==> config.mk <==
export PLATFORM = sky130hd
export DESIGN_NAME = sirv_gnrl_stream_dnsz_flat
export DESIGN_NICKNAME = d
export VERILOG_FILES = /design/src/rtl/sirv_gnrl_stream_dnsz_if.sv /design/src/rtl/sirv_gnrl_stream_dnsz.sv /design/src/flat_wrapper.sv
export SDC_FILE = /design/constraint.sdc
export NUM_CORES = 1
export LEC_CHECK = 0
export CAP_MARGIN = 20
export CORE_UTILIZATION = 30
export CTS_CLUSTER_DIAMETER = 60
export DETAILED_ROUTE_END_ITERATION = 8
export PLACE_DENSITY_LB_ADDON = 0.2
export SLEW_MARGIN = 0
export SYNTH_ARGS = -nofsm -noshare
export SYNTH_HDL_FRONTEND = slang
export SYNTH_SLANG_ARGS = --single-unit
==> constraint.sdc <==
create_clock -name clk -period 2.6 [get_ports clk]
set_input_delay 0.39 -clock clk [delete_from_list [all_inputs] [get_ports clk]]
set_output_delay 0.39 -clock clk [all_outputs]
set_load 0.02 [all_outputs]
==> src/rtl/sirv_gnrl_stream_dnsz_if.sv <==
// rtl/sirv_gnrl_stream_dnsz_if.sv - valid/ready handshake bundle for the stream downsizer
interface sirv_gnrl_stream_dnsz_if #(
    parameter int IW = 32,
    parameter int OW = 8
);
    localparam int CW = $clog2(IW / OW);

    // Wide word side
    logic          i_vld;
    logic          i_rdy;
    logic [IW-1:0] i_dat;
    logic [CW-1:0] i_nbeat;

    // Narrow beat side
    logic          o_vld;
    logic          o_rdy;
    logic [OW-1:0] o_dat;
    logic          o_last;

    // Environment view: drives words in and accepts beats out
    modport master (
        output i_vld, i_dat, i_nbeat, o_rdy,
        input  i_rdy, o_vld, o_dat, o_last
    );

    // Downsizer view
    modport slave (
        input  i_vld, i_dat, i_nbeat, o_rdy,
        output i_rdy, o_vld, o_dat, o_last
    );
endinterface

==> src/rtl/sirv_gnrl_stream_dnsz.sv <==
// rtl/sirv_gnrl_stream_dnsz.sv - registered valid/ready stream downsizer, LSB beat first
module sirv_gnrl_stream_dnsz #(
    parameter int IW        = 32,
    parameter int OW        = 8,
    parameter int CUT_READY = 0,
    parameter int MSKO      = 0
) (
    input  logic                    clk,
    input  logic                    rst_n,
    sirv_gnrl_stream_dnsz_if.slave  s
);
    localparam int RATIO = IW / OW;
    localparam int CW    = $clog2(RATIO);

    // EMPTY/BUSY is the holding-register occupancy bit; the encoding keeps o_vld
    // a direct flop output.
    typedef enum logic {
        EMPTY = 1'b0,
        BUSY  = 1'b1
    } state_t;

    state_t        state;
    logic          vld_r;
    logic [IW-1:0] dat_r;
    logic [CW-1:0] cnt_r;
    logic [CW-1:0] nbeat_r;
    logic [CW-1:0] nbeat_in;
    logic          last;
    logic          accept;
    logic          xfer;
    logic [OW-1:0] beat;

    assign vld_r  = (state == BUSY);
    assign last   = vld_r & (cnt_r == nbeat_r);
    assign xfer   = vld_r & s.o_rdy;
    assign accept = s.i_vld & s.i_rdy;

    // With CUT_READY the input side never looks at o_rdy, trading one bubble
    // per word for a shorter ready path.
    generate
        if (CUT_READY != 0) begin : g_cut_ready
            assign s.i_rdy = ~vld_r;
        end else begin : g_pass_ready
            assign s.i_rdy = ~vld_r | (s.o_rdy & last);
        end
    endgenerate

    // A beat count beyond the word can only be requested when RATIO is not a
    // power of two; clamp it so the counter never indexes past the word.
    generate
        if ((1 << CW) == RATIO) begin : g_nbeat_pow2
            assign nbeat_in = s.i_nbeat;
        end else begin : g_nbeat_clamp
            assign nbeat_in = (s.i_nbeat > CW'(RATIO - 1)) ? CW'(RATIO - 1) : s.i_nbeat;
        end
    endgenerate

    // Occupancy FSM with beat counter; a load overrides the last-beat drain so
    // back-to-back words stay BUSY without a bubble.
    always_ff @(posedge clk or negedge rst_n) begin
        if (!rst_n) begin
            state   <= EMPTY;
            cnt_r   <= '0;
            nbeat_r <= '0;
        end else if (accept) begin
            state   <= BUSY;
            cnt_r   <= '0;
            nbeat_r <= nbeat_in;
        end else if (xfer) begin
            if (last) begin
                state <= EMPTY;
            end else begin
                cnt_r <= cnt_r + CW'(1);
            end
        end
    end

    // Word holding register; data path only, so it carries no reset.
    always_ff @(posedge clk) begin
        if (accept) begin
            dat_r <= s.i_dat;
        end
    end

    // Beat select from the registered word, decoded from flops only.
    always_comb begin
        beat = '0;
        for (int k = 0; k < RATIO; k++) begin
            if (cnt_r == CW'(k)) begin
                beat = dat_r[k*OW +: OW];
            end
        end
    end

    assign s.o_vld  = vld_r;
    assign s.o_last = last;
    assign s.o_dat  = (MSKO != 0) ? (beat & {OW{vld_r}}) : beat;
endmodule

==> src/flat_wrapper.sv <==
// flat-port wrapper written by rule: the top's interface ports become plain ports
module sirv_gnrl_stream_dnsz_flat 
#(
    parameter int IW        = 32,
    parameter int OW        = 8,
    parameter int CUT_READY = 0,
    parameter int MSKO      = 0
)
  (clk, rst_n, s_i_vld, s_i_dat, s_i_nbeat, s_o_rdy, s_i_rdy, s_o_vld, s_o_dat, s_o_last);
  sirv_gnrl_stream_dnsz_if #(.IW(IW), .OW(OW)) s_i ();
  input  logic clk;
  input  logic rst_n;
  input wire logic [$bits(s_i.i_vld)-1:0] s_i_vld;
  input wire logic [$bits(s_i.i_dat)-1:0] s_i_dat;
  input wire logic [$bits(s_i.i_nbeat)-1:0] s_i_nbeat;
  input wire logic [$bits(s_i.o_rdy)-1:0] s_o_rdy;
  output wire logic [$bits(s_i.i_rdy)-1:0] s_i_rdy;
  output wire logic [$bits(s_i.o_vld)-1:0] s_o_vld;
  output wire logic [$bits(s_i.o_dat)-1:0] s_o_dat;
  output wire logic [$bits(s_i.o_last)-1:0] s_o_last;
  assign s_i.i_vld = s_i_vld;
  assign s_i.i_dat = s_i_dat;
  assign s_i.i_nbeat = s_i_nbeat;
  assign s_i.o_rdy = s_o_rdy;
  assign s_i_rdy = s_i.i_rdy;
  assign s_o_vld = s_i.o_vld;
  assign s_o_dat = s_i.o_dat;
  assign s_o_last = s_i.o_last;
  sirv_gnrl_stream_dnsz #(.IW(IW), .OW(OW), .CUT_READY(CUT_READY), .MSKO(MSKO)) u_core (.clk(clk), .rst_n(rst_n), .s(s_i));
endmodule
==> impl_metrics.tcl <==
set metrics [dict create \
    via_count 1103 \
    rr_startpoint "u_core.cnt_r[0]$_DFFE_PN0P_" \
    p_sw_share_pct 36.4 \
    clkLatencyLatePin_ps 290 \
    r2r_cells 5 \
    status "finished clean" \
    power.share.clock_pct 19.3 \
    comb_power_share_pct 46.3 \
    switchingPower_w 0.000916 \
    die_area_um2 5720 \
    syn_nets 155 \
    setup_violations 0 \
    synthTopCellsByCount "32 x edfxtp_1, 15 x nand2_1, 11 x nor2b_1, 7 x a221oi_1, 7 x o31ai_1" \
    dr.pass1.iters 4 \
    overflow 0 \
    cp_cell_sequence "buf_4, xnor2_2, nand3_2, nand2_1, clkdlybuf4s50_1" \
    crit_fanout 5 \
    fin_crit_sh_pct 93.2 \
    dp_hpwl_um 2410 \
    syn_avg_cell_area_um2 14.4 \
    fin_tns_setup_ps 0 \
    maxSlewHeadroom_pct 72.6 \
    viasPerCell 4.62 \
    area_growth_syn_to_layout_pct 42.7 \
    crit_required_ps 2210 \
    async_flop_share_pct 13.5 \
    fill_cells 486 \
    grt_start_max_net_pins 33 \
    io_buffers 48 \
    fp.dieW_um 75.6 \
    htreeDepth 2 \
    fin_ws_ps 177 \
    cpPeakStageDelay_ps 600 \
    grt_pass1_wl_um 5430 \
    synth_cells 113 \
    drt_iter0_markers 29 \
    initial_core_util_pct 31.4 \
    worst_pin_slew_ps 411 \
    ys_dominant_reg_cell "edfxtp_1" \
    drive_gt1_share_pct 14.8 \
    netlist_top_cells_area "edfxtp_1 59%, dfrtp_1 7.7%, nor2b_1 4.2%" \
    synth_most_common_cell "edfxtp_1" \
    slew_viol_final 0 \
    ctsHoldBuffers 0 \
    cp_top_family "buffers and inverters" \
    startpoint "u_core.cnt_r[0]$_DFFE_PN0P_" \
    worst-setup-path-type "reg -> out" \
    grt_pass1_vias 1149 \
    intPower_w 0.00160 \
    io_pins 49 \
    cts_made_buffers 5 \
    cts_tree "done" \
    drc 0 \
    cts.sinks 37 \
    synth-edff-count 32 \
    power.leakage_nw 0.831 \
    clock_path_buffers 2 \
    powerDensity_nw_per_um2 1080 \
    wl_per_cell_um 13.8 \
    skew_ps 5.90 \
    ys_types 27 \
    path_clk_slew_ps 70 \
    worst_hold_slack_ps 326 \
    fmax_mhz 413 \
    yosysTopAreaCell "edfxtp_1" \
    worst-path-stages 5 \
    r2r_slack_ps 660 \
    antenna_cells 0 \
    pwr-share-seq_pct 34.4 \
    grt_antenna_before_repair 0 \
    core_area_um2 5170 \
    period_needed_ps 2420 \
    multi_input_area_um2 522 \
    routed_wl_um 3300 \
    end_kind "output pin" \
    ys_seq_area_share_pct 66.8 \
    crit_arrival_ps 2030 \
    synth_area_um2 1630 \
    fp.dieH_um 75.6 \
    cap_violations 0 \
    cp-start-kind "flop" \
    synth_seq_cells 37 \
    final_nets 210 \
    vdd_drop_max_uv 453 \
    hold_class "in -> async" \
    clockRootBuffer "clkbuf_8" \
    ys.warnings.count 0 \
    rows 26 \
    antenna_left 0 \
    rsz0062_at_grt "no" \
    regArea_um2 1090 \
    gp_congestion 0.690 \
    hold_viol_final 0 \
    pre_cts_slack_ps 191 \
    critPathBufInv 2 \
    fin_util_pct 44.9 \
    synth_top_area_share_pct 59.1 \
    grt_usage_pct 13.6 \
    critical-path-slowest-cell "clkdlybuf4s50_1" \
]
registers in the layout, summed over array words and instances (netlist names):
name,flops
u_core.s.o_vld,1
u_core.nbeat_r,2
u_core.cnt_r,2
u_core.dat_r,32
power groups by stage:
stage	Combinational (W)	Clock [W]	Sequential (W)
3_3_place_gp	0.00125	0	0.000872
5_1_grt	0.00128	0.000525	0.000880
6_report	0.00116	0.000485	0.000864
3_5_place_dp	0.00126	0	0.000878
2_1_floorplan	0.000743	0	0.000876
4_1_cts	0.00120	0.000500	0.000865
timing repair:
action / CTS / global route
setup endpoints to repair: 8 / 3
resized for setup: 9 / 7
cloned: 0 / 0
buffers inserted: 0 / 0
worst paths after layout:
check,to
max,s_i_rdy
max in group asynchronous,u_core.s.o_vld$_DFFE_PN0P_
min in group clk,u_core.dat_r[25]$_DFFE_PP_
max reg2reg,u_core.dat_r[26]$_DFFE_PP_
min,u_core.cnt_r[1]$_DFFE_PN0P_
min reg2reg,u_core.cnt_r[1]$_DFFE_PN0P_
cell type report:
type | instances | share of cell area [%]
inverter | 3 | 0.485
multi-input combinational | 68 | 22.5
sequential | 37 | 46.8
clock inverter | 3 | 1.78
tap | 70 | 3.77
timing repair buffer | 53 | 21.7
clock buffer | 5 | 2.96
metrics by stage:
step	cells	area (um^2)	total power, W
floorplan	113	1630	0.00162
global placement	231	2220	0.00212
detailed placement	231	2220	0.00213
CTS	239	2330	0.00256
global route	239	2320	0.00268
finish	239	2320	0.00251
worst register-to-register path: cells and delay by family, from the launching register on:
family / cells / cell delay, ps
AND/OR/NAND/NOR: 1 / 200
buffers and inverters: 2 / 540
XOR/XNOR: 1 / 250
flip-flops: 1 / 420
AO/OA/AOI/OAI: 1 / 180
layer usage:
layer / up-vias / wire length (um) / global-route usage, %
met3: 5 / 172 / 4.50
met5: - / 0 / 0
met4: 0 / 60 / 5.56
met1: 524 / 1430 / 16.5
met2: 33 / 1630 / 22.4
li1: 541 / - / -
layout by cell type, fill, tap and decap left out, types with 2 or more instances in the layout:
| master | synthesis | layout |
|---|---|---|
| xnor2_2 | 2 | 2 |
| a21oi_1 | 4 | 4 |
| o31ai_1 | 7 | 7 |
| ha_1 | 4 | 2 |
| clkbuf_8 | 0 | 5 |
| a21o_1 | 2 | 2 |
| nor2b_1 | 11 | 11 |
| o311ai_2 | 2 | 2 |
| a221oi_1 | 7 | 7 |
| clkbuf_2 | 0 | 2 |
| nand2_1 | 15 | 15 |
| dfrtp_1 | 5 | 5 |
| clkdlybuf4s50_1 | 0 | 40 |
| o211ai_1 | 3 | 3 |
| inv_1 | 3 | 3 |
| buf_4 | 1 | 5 |
| dlygate4sd2_1 | 0 | 5 |
| edfxtp_1 | 32 | 32 |
| ha_2 | 0 | 2 |
cells by family (layout without fill, tap and decap cells):
kind of cell               Yosys count  in the layout  synth area share [%]
xor gates and xnor gates             3              3                  2.54
adders and majority gates            4              4                  3.08
and+or+nand+nor                     30             30                  9.85
DFF                                 37             37                  66.8
AOI/OAI and AO/OA                   31             31                  15.6
buffers and inverters                8             64                  2.15
No activity file was read; power rests on OpenSTA's default activity.
